<file path="src/rtl/vscale_hasti_arbiter.sv">
// Two-master to one-slave HASTI (AHB-lite) arbiter with data-phase routing and loser response buffer.
// Optional per-master arbitration stall counters are enabled by defining VSCALE_HASTI_ARB_STATS_EN.

`ifndef HASTI_ADDR_WIDTH
`define HASTI_ADDR_WIDTH 32
`endif
`ifndef HASTI_BUS_WIDTH
`define HASTI_BUS_WIDTH 32
`endif
`ifndef HASTI_SIZE_WIDTH
`define HASTI_SIZE_WIDTH 3
`endif
`ifndef HASTI_BURST_WIDTH
`define HASTI_BURST_WIDTH 3
`endif
`ifndef HASTI_PROT_WIDTH
`define HASTI_PROT_WIDTH 4
`endif
`ifndef HASTI_TRANS_WIDTH
`define HASTI_TRANS_WIDTH 2
`endif
`ifndef HASTI_RESP_WIDTH
`define HASTI_RESP_WIDTH 1
`endif
`ifndef HASTI_TRANS_IDLE
`define HASTI_TRANS_IDLE 2'd0
`endif
`ifndef HASTI_TRANS_NONSEQ
`define HASTI_TRANS_NONSEQ 2'd2
`endif
`ifndef HASTI_TRANS_SEQ
`define HASTI_TRANS_SEQ 2'd3
`endif
`ifndef HASTI_RESP_OKAY
`define HASTI_RESP_OKAY 1'b0
`endif

module vscale_hasti_arbiter #(
  parameter int FIXED_PRIORITY = 0
) (
  input  logic                          clk,
  input  logic                          reset,
  input  logic [`HASTI_ADDR_WIDTH-1:0]  m0_haddr,
  input  logic                          m0_hwrite,
  input  logic [`HASTI_SIZE_WIDTH-1:0]  m0_hsize,
  input  logic [`HASTI_BURST_WIDTH-1:0] m0_hburst,
  input  logic                          m0_hmastlock,
  input  logic [`HASTI_PROT_WIDTH-1:0]  m0_hprot,
  input  logic [`HASTI_TRANS_WIDTH-1:0] m0_htrans,
  input  logic [`HASTI_BUS_WIDTH-1:0]   m0_hwdata,
  output logic [`HASTI_BUS_WIDTH-1:0]   m0_hrdata,
  output logic                          m0_hready,
  output logic [`HASTI_RESP_WIDTH-1:0]  m0_hresp,
  input  logic [`HASTI_ADDR_WIDTH-1:0]  m1_haddr,
  input  logic                          m1_hwrite,
  input  logic [`HASTI_SIZE_WIDTH-1:0]  m1_hsize,
  input  logic [`HASTI_BURST_WIDTH-1:0] m1_hburst,
  input  logic                          m1_hmastlock,
  input  logic [`HASTI_PROT_WIDTH-1:0]  m1_hprot,
  input  logic [`HASTI_TRANS_WIDTH-1:0] m1_htrans,
  input  logic [`HASTI_BUS_WIDTH-1:0]   m1_hwdata,
  output logic [`HASTI_BUS_WIDTH-1:0]   m1_hrdata,
  output logic                          m1_hready,
  output logic [`HASTI_RESP_WIDTH-1:0]  m1_hresp,
  output logic [`HASTI_ADDR_WIDTH-1:0]  s_haddr,
  output logic                          s_hwrite,
  output logic [`HASTI_SIZE_WIDTH-1:0]  s_hsize,
  output logic [`HASTI_BURST_WIDTH-1:0] s_hburst,
  output logic                          s_hmastlock,
  output logic [`HASTI_PROT_WIDTH-1:0]  s_hprot,
  output logic [`HASTI_TRANS_WIDTH-1:0] s_htrans,
  output logic [`HASTI_BUS_WIDTH-1:0]   s_hwdata,
  input  logic [`HASTI_BUS_WIDTH-1:0]   s_hrdata,
  input  logic                          s_hready,
  input  logic [`HASTI_RESP_WIDTH-1:0]  s_hresp
`ifdef VSCALE_HASTI_ARB_STATS_EN
  ,
  output logic [31:0]                   stall_cnt_m0,
  output logic [31:0]                   stall_cnt_m1
`endif
);

  logic                         w_m0_req, w_m1_req;
  logic                         w_arb_valid, w_arb_id;
  logic                         w_gnt_valid, w_gnt_id;
  logic                         w_m0_won, w_m1_won;
  logic                         w_m0_lost, w_m1_lost;
  logic                         w_own0, w_own1;
  logic                         r_data_valid, r_data_owner;
  logic                         r_rr_last;
  logic                         r_buf_valid0, r_buf_valid1;
  logic [`HASTI_BUS_WIDTH-1:0]  r_buf_rdata;
  logic [`HASTI_RESP_WIDTH-1:0] r_buf_resp;

  assign w_m0_req = (m0_htrans == `HASTI_TRANS_NONSEQ) || (m0_htrans == `HASTI_TRANS_SEQ);
  assign w_m1_req = (m1_htrans == `HASTI_TRANS_NONSEQ) || (m1_htrans == `HASTI_TRANS_SEQ);

  always_comb begin
    w_arb_valid = w_m0_req || w_m1_req;
    w_arb_id    = 1'b0;
    if (w_m0_req && w_m1_req)
      w_arb_id = (FIXED_PRIORITY != 0) ? 1'b1 : ~r_rr_last;
    else if (w_m1_req)
      w_arb_id = 1'b1;
  end

  // The frozen grant during a slave stall is exactly the data-phase owner register.
  assign w_gnt_valid = s_hready ? w_arb_valid : r_data_valid;
  assign w_gnt_id    = s_hready ? w_arb_id    : r_data_owner;
  assign w_m0_won    = w_gnt_valid && !w_gnt_id;
  assign w_m1_won    = w_gnt_valid &&  w_gnt_id;
  assign w_m0_lost   = w_m0_req && !w_m0_won;
  assign w_m1_lost   = w_m1_req && !w_m1_won;
  assign w_own0      = r_data_valid && !r_data_owner;
  assign w_own1      = r_data_valid &&  r_data_owner;

  always_ff @(posedge clk) begin
    if (reset) begin
      r_data_valid <= 1'b0;
      r_data_owner <= 1'b0;
      r_rr_last    <= 1'b1;
      r_buf_valid0 <= 1'b0;
      r_buf_valid1 <= 1'b0;
      r_buf_rdata  <= '0;
      r_buf_resp   <= `HASTI_RESP_OKAY;
    end else if (s_hready) begin
      r_data_valid <= w_arb_valid;
      r_data_owner <= w_arb_id;
      if (w_m0_req && w_m1_req)
        r_rr_last <= w_arb_id;
      if (w_m0_won)
        r_buf_valid0 <= 1'b0;
      if (w_m1_won)
        r_buf_valid1 <= 1'b0;
      // A data owner that loses the next address phase saw hready=0, so keep its response.
      if (w_own0 && w_m0_lost) begin
        r_buf_valid0 <= 1'b1;
        r_buf_rdata  <= s_hrdata;
        r_buf_resp   <= s_hresp;
      end
      if (w_own1 && w_m1_lost) begin
        r_buf_valid1 <= 1'b1;
        r_buf_rdata  <= s_hrdata;
        r_buf_resp   <= s_hresp;
      end
    end
  end

  always_comb begin
    s_haddr     = '0;
    s_hwrite    = 1'b0;
    s_hsize     = '0;
    s_hburst    = '0;
    s_hmastlock = 1'b0;
    s_hprot     = '0;
    s_htrans    = `HASTI_TRANS_IDLE;
    if (!reset && w_gnt_valid) begin
      if (w_gnt_id) begin
        s_haddr     = m1_haddr;
        s_hwrite    = m1_hwrite;
        s_hsize     = m1_hsize;
        s_hburst    = m1_hburst;
        s_hmastlock = m1_hmastlock;
        s_hprot     = m1_hprot;
        s_htrans    = m1_htrans;
      end else begin
        s_haddr     = m0_haddr;
        s_hwrite    = m0_hwrite;
        s_hsize     = m0_hsize;
        s_hburst    = m0_hburst;
        s_hmastlock = m0_hmastlock;
        s_hprot     = m0_hprot;
        s_htrans    = m0_htrans;
      end
    end
  end

  assign s_hwdata = r_data_owner ? m1_hwdata : m0_hwdata;

  always_comb begin
    m0_hready = 1'b1;
    m1_hready = 1'b1;
    m0_hrdata = '0;
    m1_hrdata = '0;
    m0_hresp  = `HASTI_RESP_OKAY;
    m1_hresp  = `HASTI_RESP_OKAY;
    if (!reset) begin
      if (w_m0_req)    m0_hready = w_m0_won ? s_hready : 1'b0;
      else if (w_own0) m0_hready = s_hready;
      if (w_m1_req)    m1_hready = w_m1_won ? s_hready : 1'b0;
      else if (w_own1) m1_hready = s_hready;
      if (r_buf_valid0) begin
        m0_hrdata = r_buf_rdata;
        m0_hresp  = r_buf_resp;
      end else if (w_own0) begin
        m0_hrdata = s_hrdata;
        m0_hresp  = s_hresp;
      end
      if (r_buf_valid1) begin
        m1_hrdata = r_buf_rdata;
        m1_hresp  = r_buf_resp;
      end else if (w_own1) begin
        m1_hrdata = s_hrdata;
        m1_hresp  = s_hresp;
      end
    end
  end

`ifdef VSCALE_HASTI_ARB_STATS_EN
  // Only arbitration losses count; cycles where the slave itself stalls are excluded.
  always_ff @(posedge clk) begin
    if (reset) begin
      stall_cnt_m0 <= '0;
      stall_cnt_m1 <= '0;
    end else if (s_hready) begin
      if (w_m0_lost && (stall_cnt_m0 != 32'hFFFF_FFFF))
        stall_cnt_m0 <= stall_cnt_m0 + 32'd1;
      if (w_m1_lost && (stall_cnt_m1 != 32'hFFFF_FFFF))
        stall_cnt_m1 <= stall_cnt_m1 + 32'd1;
    end
  end
`endif

endmodule

</file>
<file path="config.mk">
export PLATFORM = sky130hd
export DESIGN_NAME = vscale_hasti_arbiter
export DESIGN_NICKNAME = d
export VERILOG_FILES = /design/src/rtl/vscale_hasti_arbiter.sv
export SDC_FILE = /design/constraint.sdc
export NUM_CORES = 1
export LEC_CHECK = 0
export CAP_MARGIN = 15
export CORE_AREA = 2 2 132 134
export CTS_BUF_LIST = sky130_fd_sc_hd__clkbuf_4 sky130_fd_sc_hd__clkbuf_8
export CTS_CLUSTER_SIZE = 16
export DETAILED_ROUTE_END_ITERATION = 10
export DIE_AREA = 0 0 134 136
export PLACE_DENSITY = 0.75
export RECOVER_POWER = 25
export SLEW_MARGIN = 10
export SYNTH_ARGS = -nofsm -noshare
export SYNTH_HDL_FRONTEND = slang
export SYNTH_SLANG_ARGS = --single-unit
</file>
<file path="constraint.sdc">
create_clock -name clk -period 1.6 [get_ports clk]
set_input_delay 0.24 -clock clk [delete_from_list [all_inputs] [get_ports clk]]
set_output_delay 0.24 -clock clk [all_outputs]
set_load 0.005 [all_outputs]
</file>
==> flow_metrics.env <==
export IMPL_tightest_slew_ps=344.2
export IMPL_die_h_um=136
export IMPL_fin_cells=1217
export IMPL_place_congestion=0.8362
export IMPL_cap_violations=0
export IMPL_fillers=1479
export IMPL_period_minus_slack_ps=2063
export IMPL_power_internal_w=0.002561
export IMPL_reg2reg_slack_ps=-170
export IMPL_final_common_cell="clkdlybuf4s50_1"
export IMPL_ctsHoldBuffers=0
export IMPL_switching_share=0.3122
export IMPL_wl_met2_um=12030
export IMPL_hold_viol=0
export IMPL_required_ps=1360
export IMPL_max_freq_mhz=484.7
export IMPL_numPortBuffers=337
export IMPL_r2r_cells=8
export IMPL_grt_start_max_net_pins=54
export IMPL_drive_gt1_frac=0.4083
export IMPL_ys_flop_type="dfxtp_1"
export IMPL_routedWlPerCell_um=19.00
export IMPL_grt_antenna_before_repair=0
export IMPL_n_antenna_cell=0
export IMPL_syn_num_nets=772
export IMPL_finalSetupTns_ps=-43710
export IMPL_critPathKind="reg -> out"
export IMPL_utilization=0.5734
export IMPL_worstSetupStartpoint="r_data_owner$_SDFF_PP0_"
export IMPL_synth_ff_latch_count=38
export IMPL_post_route_period_util=1.290
export IMPL_clk_pin_slew_worst_paths_ps=80
export IMPL_final_cell_mix="clkdlybuf4s50_1, buf_2, nand4b_1"
export IMPL_relSlewSlack=0.7705
export IMPL_min_path_type="in -> reg"
export IMPL_clkPwrFrac=0.198
export IMPL_met1_length_um=9410
export IMPL_ys_async_sr_fraction=0
export IMPL_route_detailed_drc=0
export IMPL_rsz0062_at_grt="yes"
export IMPL_worstPathArrival_ps=1820
export IMPL_critPathCapture="m0_hrdata[27]"
export IMPL_ir_drop_mv=0.2733
export IMPL_crit_path_start_kind="flop"
export IMPL_clock_sinks=38
export IMPL_r2r_end="r_buf_rdata[4]$_SDFFE_PP0P_"
export IMPL_synth_edf_count=0
export IMPL_cts_buffer_depth=2
export IMPL_clock_latency_ps=300
export IMPL_p_per_area_nw_per_um2=384.7
export IMPL_core_sq_um=16880
export IMPL_numCtsBuffers=5
export IMPL_synth_area_per_cell_sq_um=8.109
export IMPL_grt_ovfl_total=0
export IMPL_top_layer_used="met4"
export IMPL_p_switching_w=0.001162
export IMPL_track_usage=0.2256
export IMPL_antenna_left=0
export IMPL_htree_levels=2
export IMPL_crit_fanout=6
export IMPL_r2r_start="r_data_owner$_SDFF_PP0_"
export IMPL_skew_ps=6.697
export IMPL_worst_setup_path_end_kind="output port"
export IMPL_route_met3_wl_um=1259
export IMPL_setup_viol=178
export IMPL_failed_checks="negative setup slack"
export IMPL_dr_pass1_iters=5
export IMPL_fin_ws_ps=-463.3
export IMPL_dp_cells=1120
export IMPL_fp_row_count=48
export IMPL_cts_tree="built"
export IMPL_drv_slew=0
export IMPL_post_place_ws_ps=-955.8
export IMPL_grt_pass1_wl_um=32930
export IMPL_yosysSeqAreaShare=0.1617
export IMPL_route_vias_total=6249
export IMPL_grt_pass1_vias=5882
export IMPL_synth_area_sq_um=4703
export IMPL_area_delta_synth_final_pct=105.7
export IMPL_power_leakage_nw=4.024
export IMPL_p_seq_frac=0.258
export IMPL_p_comb_frac=0.543
export IMPL_syn_inst=580
export IMPL_die_w_um=134
export IMPL_start_util=0.2787
export IMPL_die_area_sq_um=18220
export IMPL_yosysUniqueCellTypes=32
export IMPL_design_portCount=338
export IMPL_wirelength_um=23130
export IMPL_fin_hold_ws_ps=406.3
export IMPL_cts_root_buffer="clkbuf_8"
export IMPL_status="finished, violations left"
export IMPL_dp_hpwl_um=14340
export IMPL_drtIter0Drc=257
export IMPL_yosysWarningCount=0
export IMPL_post_drt_via_cell_ratio=5.135
export IMPL_num_nets_final=1183
routing by layer:
metal / global-route usage / up-vias
li1: - / 2942
met1: 0.2851 / 3002
met2: 0.3994 / 279
met3: 0.03468 / 26
met4: 0.05969 / 0
met5: 0 / -
worst min path at each step:
stage                                      start                      endpoint  cells past startpoint
global route                               reset       r_data_owner$_SDFF_PP0_                      3
CTS                                        reset       r_data_valid$_SDFF_PP0_                      3
floorplan                           s_hrdata[10]  r_buf_rdata[10]$_SDFFE_PP0P_                      2
finish                                     reset       r_data_owner$_SDFF_PP0_                      3
detailed placement  r_buf_rdata[10]$_SDFFE_PP0P_  r_buf_rdata[10]$_SDFFE_PP0P_                      2
global placement    r_buf_rdata[16]$_SDFFE_PP0P_  r_buf_rdata[16]$_SDFFE_PP0P_                      2
layout make-up:
class / instances / area [sq um] / share of cell area
repair buffers: 484 / 4644 / 0.4800
multi-input cells: 461 / 3885 / 0.4015
flip-flops and latches: 38 / 767.0 / 0.07926
well taps: 225 / 281.5 / 0.02909
clock buffers: 6 / 82.58 / 0.008534
clock inverters: 2 / 12.51 / 0.001293
inverters: 1 / 3.754 / 0.0003879
repair_timing:
action | in CTS | in global routing
pin swaps | 43 | 51
gates resized for setup | 655 | 156
setup buffers | 60 | 30
setup endpoints to repair | 178 | 165
gates cloned | 12 | 4
metrics by stage:
step	power, W	instance area, sq um
2_1_floorplan	0.001614	4703
3_3_place_gp	0.002666	8537
6_report	0.003723	9677
4_1_cts	0.003694	9400
3_5_place_dp	0.002675	8537
5_1_grt	0.003911	9677
power by group through the flow:
stage | combinational, W | clock, W | sequential (W)
CTS | 0.00196 | 0.000772 | 0.000962
floorplan | 0.000634 | 0 | 0.000981
global placement | 0.00168 | 0 | 0.000983
finish | 0.00202 | 0.000739 | 0.000962
global route | 0.00213 | 0.000813 | 0.000963
detailed placement | 0.00169 | 0 | 0.000983
worst max-delay path: stages, from the launching register on:
cell and delay [ps]:
dfxtp_4 370, buf_8 130, nor3b_4 240, buf_4 170, buf_12 130, buf_8 120, buf_6 100, a22oi_2 50
nor2_1 100, buf_2 120
flip-flops by register name, summed over array words and instances (netlist names):
name          count
r_data_owner      1
r_buf_rdata      32
r_data_valid      1
r_buf_valid0      1
r_buf_resp        1
r_buf_valid1      1
r_rr_last         1
Yosys cell counts, types with 2 or more instances:
| cell type | number | share of area |
|---|---|---|
| clkbuf_1 | 31 | 0.025 |
| mux2_2 | 33 | 0.079 |
| a21oi_1 | 35 | 0.037 |
| a31oi_1 | 2 | 0.0027 |
| nor2_1 | 35 | 0.028 |
| nand3b_1 | 33 | 0.053 |
| a22oi_1 | 33 | 0.053 |
| buf_4 | 4 | 0.0064 |
| a311oi_1 | 2 | 0.0037 |
| xnor2_1 | 2 | 0.0037 |
| dfxtp_1 | 38 | 0.16 |
| nand2_1 | 35 | 0.028 |
| nand2b_1 | 69 | 0.092 |
| buf_2 | 28 | 0.030 |
| mux2i_1 | 78 | 0.17 |
| buf_6 | 17 | 0.041 |
| nand4b_1 | 90 | 0.17 |
cell families (layout without fill, tap and decap cells):
kind of cell	Yosys count	after routing	synth area share
flip-flops	38	38	0.1617
XOR/XNOR	2	2	0.003725
AO/OA/AOI/OAI	76	76	0.1030
AND/OR/NAND/NOR	272	272	0.3841
buffers and inverters	81	493	0.1024
multiplexers	111	111	0.2450
(Power assumes the default switching activity.)
